### config.mk
export PLATFORM = sky130hd
export DESIGN_NAME = uart_byte_tx
export DESIGN_NICKNAME = d
export VERILOG_FILES = /design/src/rtl/uart_byte_tx.sv
export SDC_FILE = /design/constraint.sdc
export NUM_CORES = 1
export LEC_CHECK = 0
export CAP_MARGIN = 0
export CORE_MARGIN = 2
export CORE_UTILIZATION = 55
export CTS_CLUSTER_DIAMETER = 150
export CTS_CLUSTER_SIZE = 14
export DETAILED_ROUTE_END_ITERATION = 16
export PLACE_DENSITY = 0.74
export SKIP_CTS_REPAIR_TIMING = 1
export SKIP_LAST_GASP = 1
export SLEW_MARGIN = 10
export SYNTH_ARGS = -nofsm -noshare
export SYNTH_HDL_FRONTEND = slang
export SYNTH_SLANG_ARGS = --single-unit
### constraint.sdc
create_clock -name clk -period 4.2 [get_ports clk]
set_clock_uncertainty 0.2 [all_clocks]
set_input_delay 0.42 -clock clk [delete_from_list [all_inputs] [get_ports clk]]
set_output_delay 0.42 -clock clk [all_outputs]
set_load 0.01 [all_outputs]
### src/rtl/uart_byte_tx.sv
// Byte capture FIFO plus 8N1 UART transmitter for one sequencer channel.
// Each RD rising edge pushes RdData; bytes leave LSB first with no idle gap
// when the FIFO still holds data. A byte counter flags the end of each frame.
//
// state | meaning
// IDLE  | line idle high, waiting for a byte in the FIFO
// START | start bit (low) for CLKS_PER_BIT clocks
// DATA  | eight data bits, LSB first
// STOP  | stop bit (high); pops the next byte on its last clock if available
module uart_byte_tx #(
  parameter int CLKS_PER_BIT = 6,
  parameter int FIFO_DEPTH   = 4,
  parameter int FRAME_LEN    = 18
) (
  input  logic                        clk,
  input  logic                        rst,
  input  logic                        RD,
  input  logic [7:0]                  RdData,
  output logic                        TX,
  output logic                        busy,
  output logic                        frameDone,
  output logic                        ovf,
  output logic [$clog2(FIFO_DEPTH):0] level
);

  localparam int         AW         = $clog2(FIFO_DEPTH);
  localparam logic [7:0] BIT_LAST   = 8'(CLKS_PER_BIT - 1);
  localparam logic [4:0] FRAME_LAST = 5'(FRAME_LEN - 1);

  typedef enum logic [1:0] {IDLE, START, DATA, STOP} state_e;

  state_e        state_q, state_d;
  logic [7:0]    timer_q, timer_d;
  logic [2:0]    bit_idx_q, bit_idx_d;
  logic [7:0]    shift_q, shift_d;
  logic [4:0]    byte_cnt_q, byte_cnt_d;
  logic          tx_q, tx_d;
  logic          busy_q, busy_d;
  logic          frame_done_q, frame_done_d;

  logic          rd_prev_q;
  logic          ovf_q;
  logic [7:0]    mem_q [FIFO_DEPTH];
  logic [AW-1:0] wr_ptr_q, rd_ptr_q;
  logic [AW:0]   level_q;

  logic push, push_ok, pop, full, empty, bit_last;

  // Occupancy never exceeds 2**AW, so the MSB alone marks a full FIFO.
  assign full     = level_q[AW];
  assign empty    = (level_q == '0);
  assign push     = RD & ~rd_prev_q;
  // A pop in the same clock frees a slot, so a push to a full FIFO is kept.
  assign push_ok  = push & (~full | pop);
  assign bit_last = (timer_q == BIT_LAST);

  assign TX        = tx_q;
  assign busy      = busy_q;
  assign frameDone = frame_done_q;
  assign ovf       = ovf_q;
  assign level     = level_q;

  // RD edge register, FIFO pointers, occupancy and sticky overflow.
  always_ff @(posedge clk or posedge rst) begin
    if (rst) begin
      rd_prev_q <= 1'b0;
      wr_ptr_q  <= '0;
      rd_ptr_q  <= '0;
      level_q   <= '0;
      ovf_q     <= 1'b0;
    end else begin
      rd_prev_q <= RD;
      if (push_ok) wr_ptr_q <= wr_ptr_q + 1'b1;
      if (pop)     rd_ptr_q <= rd_ptr_q + 1'b1;
      if (push_ok && !pop)      level_q <= level_q + 1'b1;
      else if (pop && !push_ok) level_q <= level_q - 1'b1;
      if (push && !push_ok) ovf_q <= 1'b1;
    end
  end

  // FIFO storage; contents are don't-care until written, so no reset.
  always_ff @(posedge clk) begin
    if (push_ok) mem_q[wr_ptr_q] <= RdData;
  end

  // Transmitter state and registered line/status outputs.
  always_ff @(posedge clk or posedge rst) begin
    if (rst) begin
      state_q      <= IDLE;
      timer_q      <= '0;
      bit_idx_q    <= '0;
      shift_q      <= '0;
      byte_cnt_q   <= '0;
      tx_q         <= 1'b1;
      busy_q       <= 1'b0;
      frame_done_q <= 1'b0;
    end else begin
      state_q      <= state_d;
      timer_q      <= timer_d;
      bit_idx_q    <= bit_idx_d;
      shift_q      <= shift_d;
      byte_cnt_q   <= byte_cnt_d;
      tx_q         <= tx_d;
      busy_q       <= busy_d;
      frame_done_q <= frame_done_d;
    end
  end

  // Next-state, pop decision and frame counting.
  always_comb begin
    state_d      = state_q;
    timer_d      = timer_q;
    bit_idx_d    = bit_idx_q;
    shift_d      = shift_q;
    byte_cnt_d   = byte_cnt_q;
    frame_done_d = 1'b0;
    pop          = 1'b0;
    tx_d         = 1'b1;
    busy_d       = (state_q != IDLE) | (level_q != '0);

    unique case (state_q)
      IDLE: begin
        tx_d = 1'b1;
        if (!empty) begin
          pop     = 1'b1;
          shift_d = mem_q[rd_ptr_q];
          timer_d = '0;
          state_d = START;
        end
      end
      START: begin
        tx_d = 1'b0;
        if (bit_last) begin
          timer_d   = '0;
          bit_idx_d = '0;
          state_d   = DATA;
        end else begin
          timer_d = timer_q + 1'b1;
        end
      end
      DATA: begin
        tx_d = shift_q[0];
        if (bit_last) begin
          timer_d   = '0;
          shift_d   = {1'b0, shift_q[7:1]};
          bit_idx_d = bit_idx_q + 1'b1;
          if (bit_idx_q == 3'd7) state_d = STOP;
        end else begin
          timer_d = timer_q + 1'b1;
        end
      end
      STOP: begin
        tx_d = 1'b1;
        if (bit_last) begin
          timer_d = '0;
          if (byte_cnt_q == FRAME_LAST) begin
            byte_cnt_d   = '0;
            frame_done_d = 1'b1;
          end else begin
            byte_cnt_d = byte_cnt_q + 1'b1;
          end
          if (!empty) begin
            pop     = 1'b1;
            shift_d = mem_q[rd_ptr_q];
            state_d = START;
          end else begin
            state_d = IDLE;
          end
        end else begin
          timer_d = timer_q + 1'b1;
        end
      end
      default: state_d = IDLE;
    endcase
  end

endmodule

==> flow_metrics.tcl, run 1 <==
set metrics [dict create \
    yosysUniqueCellTypes 50 \
    largest_net_degree_at_the_start_of_global_routing 39 \
    wire_per_inst_microns 16.2 \
    worstSetupEndpoint "level[2]" \
    antenna-diode-count 0 \
    timing.rr.end "level[2]" \
    detail_route.vias_per_cell 5.70 \
    dp_hpwl_mm 3.69 \
    setup.worst_path.start "timer_q[1]" \
    ys_top_cells_by_area "sky130_fd_sc_hd__edfxtp_1 (29%), sky130_fd_sc_hd__dfrtp_1 (28%), sky130_fd_sc_hd__mux2_2 (6.2%)" \
    worst-slew-pin-transition_ns 0.711 \
    cts_sinks 70 \
    floorplan_core_area_sq_mm 0.00585 \
    portBuffers 17 \
    number_of_max_slew_violations_in_the_final_report 0 \
    worstSetupEndpointType "flip-flop" \
    p_sw_uw 303 \
    final.fill_count 453 \
    drt_iter0_drc 103 \
    global_route.usage.met1 0.249 \
    sequentialPowerShare 0.572 \
    htree_levels 3 \
    netSwitchingFraction 0.240 \
    die_w_microns 81.2 \
    layout_commonest_cell "sky130_fd_sc_hd__dfrtp_1" \
    floorplan.initialDensity 0.561 \
    finalHoldWorstSlack_ns 0.268 \
    netlist.area_leader.share 0.293 \
    gr-usage-all-layers 0.197 \
    ys_seq_elements 70 \
    wirelength_mm 5.40 \
    power_mw 1.26 \
    yosys_warnings 0 \
    path_clk_slew_ns 0.08 \
    vias 1904 \
    detail_route.first_pass.iterations 4 \
    startpoint_type "flip-flop" \
    rows 28 \
    fin_crit_sh 0.721 \
    worst-r2r-setup-slack_ns 1.17 \
    hold_viol 0 \
    area_delta_synth_final_pct 12.8 \
    status "finished, final reports clean" \
    netlist_instances 232 \
    reg2reg_depth 12 \
    clock_tree.buffer_depth 2 \
    criticalPathCategory "flip-flop to flip-flop" \
    antenna_found_initial 0 \
    layout.cells.most_common_list "sky130_fd_sc_hd__dfrtp_1 (37), sky130_fd_sc_hd__edfxtp_1 (32), sky130_fd_sc_hd__mux2_2 (18)" \
    cell_taking_the_most_area_after_synthesis "sky130_fd_sc_hd__edfxtp_1" \
    avgSynthCellArea_sq_um 14.1 \
    finish.net_count 282 \
    combinationalPowerShare 0.021 \
    p_int_uw 956 \
    ant_nets 0 \
    grt_pass1_vias 1965 \
    die-area_sq_mm 0.00660 \
    max_cap_violations 0 \
    fraction_of_final_layout_cells_sized_beyond_drive_strength_1 0.189 \
    timing.final.setup_violations 0 \
    global_route_layer_with_the_greatest_usage "met2" \
    fin_setup_tns_ns 0 \
    synth_area_sq_mm 0.00328 \
    clk-insertion-delay-late_ns 0.35 \
    reg2reg_from "timer_q[1]" \
    grt.met3_usage 0.0378 \
    power_per_cell_area_mw_per_mm2 340 \
    cp.required_ns 4.28 \
    synth_sequential_area_ratio 0.583 \
    fmaxAchievable_mhz 330 \
    grt_setup_unrepaired "false" \
    synth-main-ff-cell "sky130_fd_sc_hd__dfrtp_1" \
    worst_min_delay_path_class "input pin to async pin" \
    worst_ir_drop_vdd_mv 0.267 \
    postSynth.asyncResetShare 0.543 \
    synth_net_count 260 \
    die_h_microns 81.2 \
    clk_root_buffer_cell "sky130_fd_sc_hd__clkbuf_8" \
    clock_power_share 0.407 \
    globalRouteOverflowTotal 0 \
    synth_edf_count 32 \
    period_minus_slack_ns 3.03 \
    timing.slew.headroom 0.526 \
    leakage_nw 1.49 \
    globalplace.congestion 0.772 \
    grt_pass1_wl_mm 9.46 \
    worstPathArrival_ns 3.11 \
    cts_tree "yes" \
    drcViolationCount 0 \
    m2_gr_usage 0.318 \
    numCtsBuffers 9 \
    top_fanout_value_on_the_critical_path 7 \
    ioPinCount 18 \
]
-- worst min-delay path by stage --
| stage | cells after the start | slack [ns] | endpoint |
|---|---|---|---|
| final | 3 | 0.27 | shift_q[2] |
| after global routing | 3 | 0.33 | shift_q[7] |
| after CTS | 1 | 0.29 | ovf |
| after detailed placement | 1 | 0.27 | ovf |
| after global placement | 1 | 0.27 | ovf |
| after floorplan | 0 | 0.25 | rd_prev_q |
-- critical path: stages, from the launching register on --
cell and delay [ns]:
sky130_fd_sc_hd__dfrtp_1 0.44, sky130_fd_sc_hd__inv_1 0.08, sky130_fd_sc_hd__ha_1 0.14, sky130_fd_sc_hd__and3b_1 0.28
sky130_fd_sc_hd__a31oi_2 0.19, sky130_fd_sc_hd__o21ai_1 0.39, sky130_fd_sc_hd__and2_1 0.19, sky130_fd_sc_hd__ha_1 0.18
sky130_fd_sc_hd__inv_1 0.06, sky130_fd_sc_hd__fa_1 0.37, sky130_fd_sc_hd__xor2_1 0.17, sky130_fd_sc_hd__nor2_1 0.11
sky130_fd_sc_hd__xor2_1 0.14
-- power groups by stage --
stage                     registers, mW  clock network, mW  logic (mW)
after floorplan                   0.734                  0     0.00970
after global placement            0.734                  0      0.0266
after detailed placement          0.734                  0      0.0276
after CTS                         0.720              0.525      0.0277
after global routing              0.720              0.553      0.0308
final                             0.720              0.512      0.0266
-- cell usage after synthesis, types with 2 or more instances --
cell type and count:
sky130_fd_sc_hd__ha_1 16, sky130_fd_sc_hd__buf_2 3, sky130_fd_sc_hd__nor2b_1 4, sky130_fd_sc_hd__dfrtp_1 37
sky130_fd_sc_hd__inv_1 11, sky130_fd_sc_hd__nand3_1 3, sky130_fd_sc_hd__and3_1 6, sky130_fd_sc_hd__clkbuf_1 2
sky130_fd_sc_hd__mux4_2 8, sky130_fd_sc_hd__and3b_1 2, sky130_fd_sc_hd__a32o_1 2, sky130_fd_sc_hd__xnor2_1 4
sky130_fd_sc_hd__and2_1 3, sky130_fd_sc_hd__o21ai_0 3, sky130_fd_sc_hd__nor2_1 12, sky130_fd_sc_hd__nand4_1 5
sky130_fd_sc_hd__or3_1 3, sky130_fd_sc_hd__nand2_1 11, sky130_fd_sc_hd__nor3_1 6, sky130_fd_sc_hd__edfxtp_1 32
sky130_fd_sc_hd__nor4b_1 2, sky130_fd_sc_hd__xor2_1 6, sky130_fd_sc_hd__mux2_2 18, sky130_fd_sc_hd__a31oi_1 2
sky130_fd_sc_hd__a311oi_1 2, sky130_fd_sc_hd__a21oi_1 5
-- state kept, by name (all words and copies together), names as in the netlist --
name,cells
busy,1
wr_ptr_q,2
rd_prev_q,1
level,3
bit_idx_q,3
rd_ptr_q,2
shift_q,8
mem_q,32
timer_q,8
TX,1
ovf,1
frameDone,1
byte_cnt_q,5
state_q,2
-- metal layers --
| metal | vias up | share of wire |
|---|---|---|
| li1 | 911 | - |
| met5 | - | 0 |
| met4 | 0 | 0.022 |
| met2 | 26 | 0.50 |
| met1 | 959 | 0.45 |
| met3 | 8 | 0.026 |
-- area by class of cell --
class	instances	area, sq um	area share
flip-flops and latches	70	1910	0.517
multi-input cells	144	1290	0.348
repair buffers	18	178	0.0480
clock buffers	9	124	0.0335
well taps	75	93.8	0.0254
clock inverters	7	62.6	0.0169
inverters	11	41.3	0.0112
-- cells by family after synthesis --
| group | Yosys count | share of synthesized area |
|---|---|---|
| XOR/XNOR | 10 | 0.0267 |
| buffers and inverters | 18 | 0.0240 |
| flip-flops | 70 | 0.583 |
| AO/OA/AOI/OAI | 27 | 0.0656 |
| AND/OR/NAND/NOR | 63 | 0.113 |
| multiplexers | 27 | 0.120 |
| adder cells (fa/ha/maj) | 17 | 0.0671 |
-- per-stage QoR --
stage | area, sq um | util | setup slack [ns] | std cells
global route | 3700 | 0.632 | 0.917 | 334
detailed placement | 3510 | 0.601 | 1.20 | 318
floorplan | 3280 | - | 1.45 | 232
finish | 3700 | 0.632 | 1.17 | 334
CTS | 3700 | 0.632 | 1.16 | 334
global placement | 3510 | 0.601 | 1.31 | 318
Note: power is estimated with default switching activity, not from simulation.
==> run 2, diff against run 1 <==
- clock period: 4.2 -> 3 ns (I/O delays scaled with it)
==> run 2 against run 1 <==
  * Power increased by 45%
  * First-iteration DRC count is 15% lower
  * Clock-buffer cell count unchanged
  * Via count is 1.2% lower
  * Die area unchanged
  * Setup slack got worse by 0.96 ns
  * Combinational power increased by 41%
  * Largest cell class unchanged
==> flow_metrics.tcl, run 2 (synthesis gave the netlist of run 1 again) <==
set metrics [dict create \
    status "finished, final reports clean" \
    wirelength_mm 5.30 \
    cts_tree "yes" \
    top_regs "mem_q (32), shift_q (8), timer_q (8)" \
    drcViolationCount 0 \
    numCtsBuffers 9 \
    number_of_max_slew_violations_in_the_final_report 0 \
    floorplan_core_area_sq_mm 0.00585 \
    area_delta_synth_final_pct 14.6 \
    portBuffers 17 \
    grt_setup_unrepaired "false" \
    critical_path.cell_chain "inv_1, ha_1, and3b_1, a31oi_4, or3_1, ha_1, inv_1, fa_1, mux2_2" \
    layout_commonest_cell "sky130_fd_sc_hd__dfrtp_1" \
    worst_min_delay_path_class "input pin to async pin" \
    path_delay_family "adder cells" \
    cts_sinks 70 \
    die_w_microns 81.2 \
    worstPathBufferInverterCount 2 \
    globalRouteOverflowTotal 0 \
    detail_route.vias_per_cell 5.57 \
    die_h_microns 81.2 \
    floorplan.initialDensity 0.561 \
    worst_path_largest_cell_delay_ns 0.45 \
    power_per_cell_area_mw_per_mm2 484 \
    antenna-diode-count 0 \
    reg2reg_depth 9 \
    ant_nets 0 \
    grt_pass1_vias 1852 \
    startpoint_type "flip-flop" \
    period_minus_slack_ns 2.79 \
    detail_route.first_pass.iterations 4 \
    rows 28 \
    worstPathArrival_ns 2.82 \
    globalplace.congestion 0.798 \
    crit_slowest_cell "sky130_fd_sc_hd__dfrtp_1" \
    timing.final.setup_violations 0 \
    timing.slew.headroom 0.595 \
    leakage_nw 1.52 \
    worstSetupEndpointType "flip-flop" \
    timing.rr.end "level[1]" \
    clock_tree.buffer_depth 2 \
    die-area_sq_mm 0.00660 \
    drt_iter0_drc 88 \
    fraction_of_final_layout_cells_sized_beyond_drive_strength_1 0.202 \
    fin_setup_tns_ns 0 \
    worst-slew-pin-transition_ns 0.608 \
    hold_viol 0 \
    ioPinCount 18 \
    layout.cells.most_common_list "sky130_fd_sc_hd__dfrtp_1 (37), sky130_fd_sc_hd__edfxtp_1 (32), sky130_fd_sc_hd__mux2_2 (18)" \
    dp_hpwl_mm 3.64 \
    criticalPathCategory "flip-flop to flip-flop" \
    grt_pass1_wl_mm 8.94 \
    path_clk_slew_ns 0.08 \
    wire_per_inst_microns 15.7 \
    worst_ir_drop_vdd_mv 0.427 \
    clk-insertion-delay-late_ns 0.34 \
    antenna_found_initial 0 \
    cp.required_ns 3.03 \
    largest-register "mem_q" \
    fmaxAchievable_mhz 358 \
    worst-r2r-setup-slack_ns 0.21 \
    setup.worst_path.start "timer_q[1]" \
    fin_crit_sh 0.930 \
    power_mw 1.82 \
    number_of_flip_flops_in_the_largest_register 32 \
    vias 1881 \
    largest_net_degree_at_the_start_of_global_routing 39 \
    top_fanout_value_on_the_critical_path 7 \
    clk_root_buffer_cell "sky130_fd_sc_hd__clkbuf_8" \
    htree_levels 3 \
    gr-usage-all-layers 0.185 \
    finish.net_count 286 \
    final.fill_count 440 \
    reg2reg_from "timer_q[1]" \
    max_cap_violations 0 \
]
[run 2: cell count changes in the layout (fill, tap and decap cells not counted), sizes merged]
cell    change
inv         -2
bufinv      +1
clkinv      +1
buf         +4
[run 2: per-stage QoR]
step / area [sq um] / util / setup WS [ns] / hold WS [ns] / instances
finish: 3760 / 0.642 / 0.209 / 0.175 / 338
CTS: 3750 / 0.641 / 0.159 / 0.188 / 338
global placement: 3540 / 0.606 / 0.253 / 0.257 / 322
detailed placement: 3540 / 0.606 / 0.177 / 0.263 / 322
floorplan: 3280 / - / 0.247 / 0.131 / 232
global route: 3760 / 0.642 / 0.0501 / 0.216 / 338
[run 2: power breakdown]
group          total (mW)  leakage, nW  switching (mW)  internal [mW]
clock network       0.774        0.100           0.381          0.394
registers            1.01        0.757         0.00308           1.00
logic              0.0374        0.660          0.0201         0.0172
total                1.82         1.52           0.404           1.42
[run 2: cell type report]
cell class	count	area (sq um)	share of cell area
Inverter	11	41.3	0.0110
Sequential cell	70	1910	0.509
Clock buffer	9	124	0.0330
Timing Repair Buffer	22	208	0.0553
Tap cell	75	93.8	0.0250
Clock inverter	7	81.3	0.0216
Multi-Input combinational cell	144	1300	0.345
[run 2: worst max path at each step]
stage                           to  slack (ns)  cells past startpoint
after detailed placement  level[1]        0.18                     10
after floorplan           level[1]        0.25                     10
after global placement    level[1]        0.25                      9
after CTS                 level[1]        0.16                     10
after global routing      level[2]        0.05                     12
final                     level[1]        0.21                      9
[run 2: worst min-delay path, cell delays in order]
cell                              delay, ns
sky130_fd_sc_hd__clkdlybuf4s50_1       0.40
sky130_fd_sc_hd__inv_1                 0.05
sky130_fd_sc_hd__buf_4                 0.41
[run 2: routing by layer]
metal  up-vias  share of wire  global-route usage
met3         4          0.023              0.0422
met4         0         0.0074              0.0949
met2        22           0.50               0.297
met1       935           0.47               0.237
li1        920              -                   -
met5         -              0                   0
==> run 3, diff against run 2 <==
- HOLD_SLACK_MARGIN: default -> 0.12
==> results of run 3 <==
Final layout, timing and power as in run 2 (identical DEF).
